==> src/rtl/image_proc_pkg.sv <==
// Shared constants, output bundle and arithmetic helpers for image_processor_core.
package image_proc_pkg;

    localparam int PIX_W = 8;
    localparam int DEFAULT_WIDTH = 128;

    localparam int LUMA_R = 77;
    localparam int LUMA_G = 150;
    localparam int LUMA_B = 29;
    localparam int LUMA_SHIFT = 8;
    localparam int ACC_W = 16;

    localparam int SUM_W = 12;
    localparam int DIV9_MUL = 7282;
    localparam int DIV9_SHIFT = 16;
    localparam int DIV9_PW = 26;

    typedef struct packed {
        logic [PIX_W-1:0] gray;
        logic [PIX_W-1:0] negative;
        logic             binary;
    } pix_out_t;

    function automatic logic [PIX_W-1:0] luma(
        input logic [PIX_W-1:0] r,
        input logic [PIX_W-1:0] g,
        input logic [PIX_W-1:0] b
    );
        logic [ACC_W-1:0] acc;
        acc = ACC_W'(LUMA_R * int'(r) + LUMA_G * int'(g) + LUMA_B * int'(b));
        return PIX_W'(acc >> LUMA_SHIFT);
    endfunction

    // 7282/2^16 over-estimates 1/9 by under 1/32768 per unit of s,
    // so the floor stays exact for every 12-bit window sum.
    function automatic logic [PIX_W-1:0] div9(input logic [SUM_W-1:0] s);
        logic [DIV9_PW-1:0] p;
        p = DIV9_PW'(s) * DIV9_PW'(DIV9_MUL);
        return PIX_W'(p >> DIV9_SHIFT);
    endfunction

endpackage

==> src/rtl/image_processor_core_blur.sv <==
// 3x3 box blur over a raster gray stream using two circular line buffers.
module box_blur_3x3
    import image_proc_pkg::*;
#(
    parameter int WIDTH = DEFAULT_WIDTH
) (
    input  logic             clk,
    input  logic             rst,
    input  logic [PIX_W-1:0] pixel,
    output logic [PIX_W-1:0] blurred
);

    localparam int PTR_W = $clog2(WIDTH);

    logic [PTR_W-1:0] ptr;
    logic [PIX_W-1:0] line1 [WIDTH];
    logic [PIX_W-1:0] line2 [WIDTH];
    logic [PIX_W-1:0] row0 [3];
    logic [PIX_W-1:0] row1 [3];
    logic [PIX_W-1:0] row2 [3];
    logic [SUM_W-1:0] sum;

    always_comb begin
        sum = '0;
        for (int i = 0; i < 3; i++) begin
            sum = sum + SUM_W'(row0[i]) + SUM_W'(row1[i]) + SUM_W'(row2[i]);
        end
    end

    // Line buffers are read and rewritten at the same slot each cycle.
    always_ff @(posedge clk or posedge rst) begin
        if (rst) begin
            ptr <= '0;
            blurred <= '0;
            for (int i = 0; i < WIDTH; i++) begin
                line1[i] <= '0;
                line2[i] <= '0;
            end
            for (int i = 0; i < 3; i++) begin
                row0[i] <= '0;
                row1[i] <= '0;
                row2[i] <= '0;
            end
        end else begin
            ptr <= (ptr == PTR_W'(WIDTH - 1)) ? '0 : ptr + 1'b1;
            line1[ptr] <= pixel;
            line2[ptr] <= line1[ptr];
            row0[0] <= pixel;
            row0[1] <= row0[0];
            row0[2] <= row0[1];
            row1[0] <= line1[ptr];
            row1[1] <= row1[0];
            row1[2] <= row1[1];
            row2[0] <= line2[ptr];
            row2[1] <= row2[0];
            row2[2] <= row2[1];
            blurred <= div9(sum);
        end
    end

endmodule

==> src/rtl/image_processor_core.sv <==
// Per-pixel luma, negative, threshold and 3x3 blur for a raster RGB stream.
module image_processor_core
    import image_proc_pkg::*;
#(
    parameter int WIDTH = DEFAULT_WIDTH
) (
    input  logic             clk,
    input  logic             rst,
    input  logic [PIX_W-1:0] r,
    input  logic [PIX_W-1:0] g,
    input  logic [PIX_W-1:0] b,
    input  logic [PIX_W-1:0] threshold_val,
    output logic [PIX_W-1:0] gray,
    output logic [PIX_W-1:0] negative,
    output logic             binary,
    output logic [PIX_W-1:0] blurred
);

    logic [PIX_W-1:0] luma_c;
    pix_out_t         out_q;

    assign luma_c = luma(r, g, b);

    always_ff @(posedge clk or posedge rst) begin
        if (rst) begin
            out_q <= '0;
        end else begin
            out_q <= '{
                gray:     luma_c,
                negative: ~luma_c,
                binary:   luma_c > threshold_val
            };
        end
    end

    assign gray = out_q.gray;
    assign negative = out_q.negative;
    assign binary = out_q.binary;

    box_blur_3x3 #(
        .WIDTH(WIDTH)
    ) u_blur (
        .clk(clk),
        .rst(rst),
        .pixel(out_q.gray),
        .blurred(blurred)
    );

endmodule

==> config.mk <==
export PLATFORM = sky130hd
export DESIGN_NAME = image_processor_core
export DESIGN_NICKNAME = d
export VERILOG_FILES = /design/src/rtl/image_proc_pkg.sv /design/src/rtl/image_processor_core_blur.sv /design/src/rtl/image_processor_core.sv
export SDC_FILE = /design/constraint.sdc
export NUM_CORES = 2
export LEC_CHECK = 0
export ABC_AREA = 1
export CAP_MARGIN = 20
export CORE_ASPECT_RATIO = 2
export CORE_MARGIN = 2
export CORE_UTILIZATION = 64
export CTS_CLUSTER_DIAMETER = 150
export DETAILED_ROUTE_END_ITERATION = 8
export PLACE_DENSITY = 0.88
export SLEW_MARGIN = 10
export SYNTH_ARGS = -nofsm -noshare
export SYNTH_HDL_FRONTEND = slang
export SYNTH_HIERARCHICAL = 1
export SYNTH_SLANG_ARGS = --single-unit
==> constraint.sdc <==
create_clock -name clk -period 89 [get_ports clk]
set_input_delay 17.8 -clock clk [delete_from_list [all_inputs] [get_ports clk]]
set_output_delay 17.8 -clock clk [all_outputs]
set_load 0.02 [all_outputs]
==> flow_summary.toml <==
[status]
status = "complete, but fails checks"
failed_checks = "DRC"

[min_path]
holdPathStages = 0
hold_end = "u_blur/row0[2]"
worstHoldPathType = "reg -> reg"
min_from = "u_blur/row0[10]"

[global_routing]
grt_max_degree = 190
antenna_found_initial = 33
grt_overflow_total = 0
gr-usage-all-layers_pct = 44.4
grt_pass1_wl_mm = 564
grt_pass1_vias = 97400

[synthesis]
synthTopCellsByArea = "dfrtp_1 51%, nand2_1 25%, o21ai_0 8.0%"
synth_ff_type = "dfrtp_1"
synth-seq-cells = 2152
synth-async-reset-ratio_pct = 100
synth-edff-count = 0
synth_area_per_cell_um2 = 7.70
syn_area_um2 = 105000
synth_top_area_share_pct = 51.3
synth_cell_types = 46
synth_top_cell_by_area = "dfrtp_1"
synth.net_count = 14000
synth_seq_area_share_pct = 51.3
ys_warn_count = 6
syn_inst = 13600

[die]
die_area_um2 = 167000
rows = 210
die_x_um = 290
coreArea_um2 = 163000
start_util_pct = 64.3
io_pins = 59
fp.dieH_um = 577

[clocking]
clockRootBuffer = "clkbuf_16"
cts_resized = 0
clk_path_buf_depth = 4
cts.sinks = 2152
cts_made_buffers = 183
clock_latency_ns = 0.87
hold_buffers = 0
clk_pin_slew_ns = 0.08
tritoncts = "built"
post_cts_buffers = 0
h-tree-depth = 4

[critical_path]
r2r_cells = 35
worstPathRequired_ns = 89.72
slowest_stage = "clkdlybuf4s50_1"
r2r-start = "u_blur/row1[10]"
critPathMaxFanout = 5
end_kind = "register"
crit_type = "in -> reg"
critPathLaunchType = "input pin"
r2r_end = "u_blur/blurred[5]"
r2r_slack_ns = 80.37
cp_common_cell = "ha_1"
worstPathArrival_ns = 25.05
crit_path_max_incr_delay_ns = 0.60

[detailed_routing]
routed_wire_length_per_instance_um = 24.2
drt-initial-drc-count = 14700
totalWireLength_mm = 373
viasPerCell = 6.41
vias = 98900
drtAntennaViolNets = 0
first_pass_iters = 9
drc = 10

[sta]
layout_min_cycle_time_ns = 24.34
finClkSkew_ns = 0.0519
fmax_mhz = 41.1
finalHoldViolations = 0
final_max_slew_viol_count = 0
relSlewSlack_pct = 12.2
worst_pin_slew_ns = 1.32
rsz0062_at_grt = "false"
finalSetupViolations = 0
finalSetupTns_ns = 0
finalCritPeriodShare_pct = 27.3

[cells_and_area]
drive_gt1_share_pct = 3.74
seq_area_um2 = 53900
final_nets = 13500
multi_input_area_um2 = 45300
fillers = 12200
syn_to_final_growth_pct = 6.90

[run]
maxCapViolCount = 0

[place]
portBuffers = 58
hpwlAfterDp_mm = 223
place_congestion = 1.01
## cells in the final DEF (no fill, tap or decap), types with 6 or more instances in the layout
master	count
a21oi_1	172
a22oi_1	123
buf_12	14
buf_16	6
buf_4	133
bufinv_16	12
clkbuf_1	38
clkbuf_16	189
clkbuf_8	33
clkdlybuf4s50_1	58
clkinv_2	30
clkinvlp_4	7
dfrtp_1	2149
diode_2	21
fa_1	133
ha_1	175
inv_1	547
inv_4	9
inv_6	11
nand2_1	7014
nand2_4	8
nand3_1	128
nand3_2	7
nand3b_1	7
nand4_1	134
nor2_1	321
nor3_1	6
o2111ai_1	10
o21ai_0	1665
o21ai_1	46
xnor2_1	11
xor2_1	24
## area by class of cell
cell class / count / area share (%)
Multi-Input combinational cell: 10000 / 40.4
Antenna cell: 21 / 0.0469
Inverter: 572 / 1.99
Timing Repair Buffer: 213 / 1.83
Clock inverter: 58 / 0.579
Tap cell: 2120 / 2.37
Clock buffer: 260 / 4.75
Sequential cell: 2152 / 48.0
## sequential cells by signal (all words and copies together), names as in the netlist
name	count
u_blur/line1	1024
u_blur/line2	1024
u_blur/row0	24
u_blur/row1	24
u_blur/row2	24
gray	8
negative	8
u_blur/blurred	8
u_blur/ptr	7
binary	1
## cell families after synthesis
family / share of synthesized area (%)
AOI/OAI and AO/OA: 10.2
xor gates and xnor gates: 0.292
adders and majority gates: 4.62
buffers and inverters: 5.61
DFF: 51.3
and+or+nand+nor: 27.9
## cell usage after synthesis, types with 3 or more instances
cell       instances
nand2_2            3
o2bb2ai_1          4
buf_6              8
buf_4             56
o2111ai_1         10
o21ai_0         1670
nor2_1           327
ha_1             175
buf_2            188
a22o_1             5
nor3_1             6
inv_2              8
or2_2              5
xor2_1            24
o22ai_1            3
clkbuf_1         559
nand3_2            3
dfrtp_1         2152
fa_1             133
nand3b_1           7
clkinv_1           5
o21bai_1           5
xnor2_1           11
nand4_1          134
a211oi_1           5
a22oi_1          123
o21ai_1           43
nand2_1         7022
buf_1             47
a21oi_1          172
and3_1             3
inv_1            557
a21o_1             5
nand3_1          134
## routing by layer
| layer | vias to the layer above | global-route usage (%) | wire, um |
|---|---|---|---|
| li1 | 41700 | - | - |
| met4 | 32 | 42.7 | 44800 |
| met3 | 2845 | 15.1 | 52100 |
| met2 | 7994 | 68.6 | 166000 |
| met1 | 46300 | 47.5 | 110000 |
| met5 | - | 0 | 241 |
## critical path, delay by kind of cell
| family | cells | cell delay [ns] |
|---|---|---|
| fa+ha+maj | 11 | 4.35 |
| simple gates | 10 | 1.17 |
| buf+inv | 6 | 0.86 |
| compound gates | 4 | 0.59 |
| xor+xnor | 1 | 0.29 |
## worst max-delay path by stage
stage                     depth (start not counted)  slack, ns  startpoint                end
after floorplan                                   1      10.88         rst  u_blur/blurred[0]
after global placement                           35      63.82        g[5]             binary
after detailed placement                         32      63.85        g[5]             binary
after CTS                                        32      64.71        g[5]             binary
after global routing                             29      64.27        g[5]             binary
final                                            32      64.66        g[5]             binary
## through the flow
step | cell area, um^2 | worst slack [ns] | hold WS [ns] | instances | util (%)
2_1_floorplan | 105000 | 10.88 | 0.354 | 13600 | -
3_3_place_gp | 106000 | 63.82 | 0.360 | 15100 | 64.9
3_5_place_dp | 106000 | 63.85 | 0.365 | 15100 | 64.9
4_1_cts | 112000 | 64.71 | 0.379 | 15400 | 68.5
5_1_grt | 112000 | 64.27 | 0.384 | 15400 | 68.7
6_report | 112000 | 64.66 | 0.374 | 15400 | 68.7
Power is left out: the tool's default activity adds up to more than one toggle a clock period on the data nets, which glitch-free logic cannot reach.
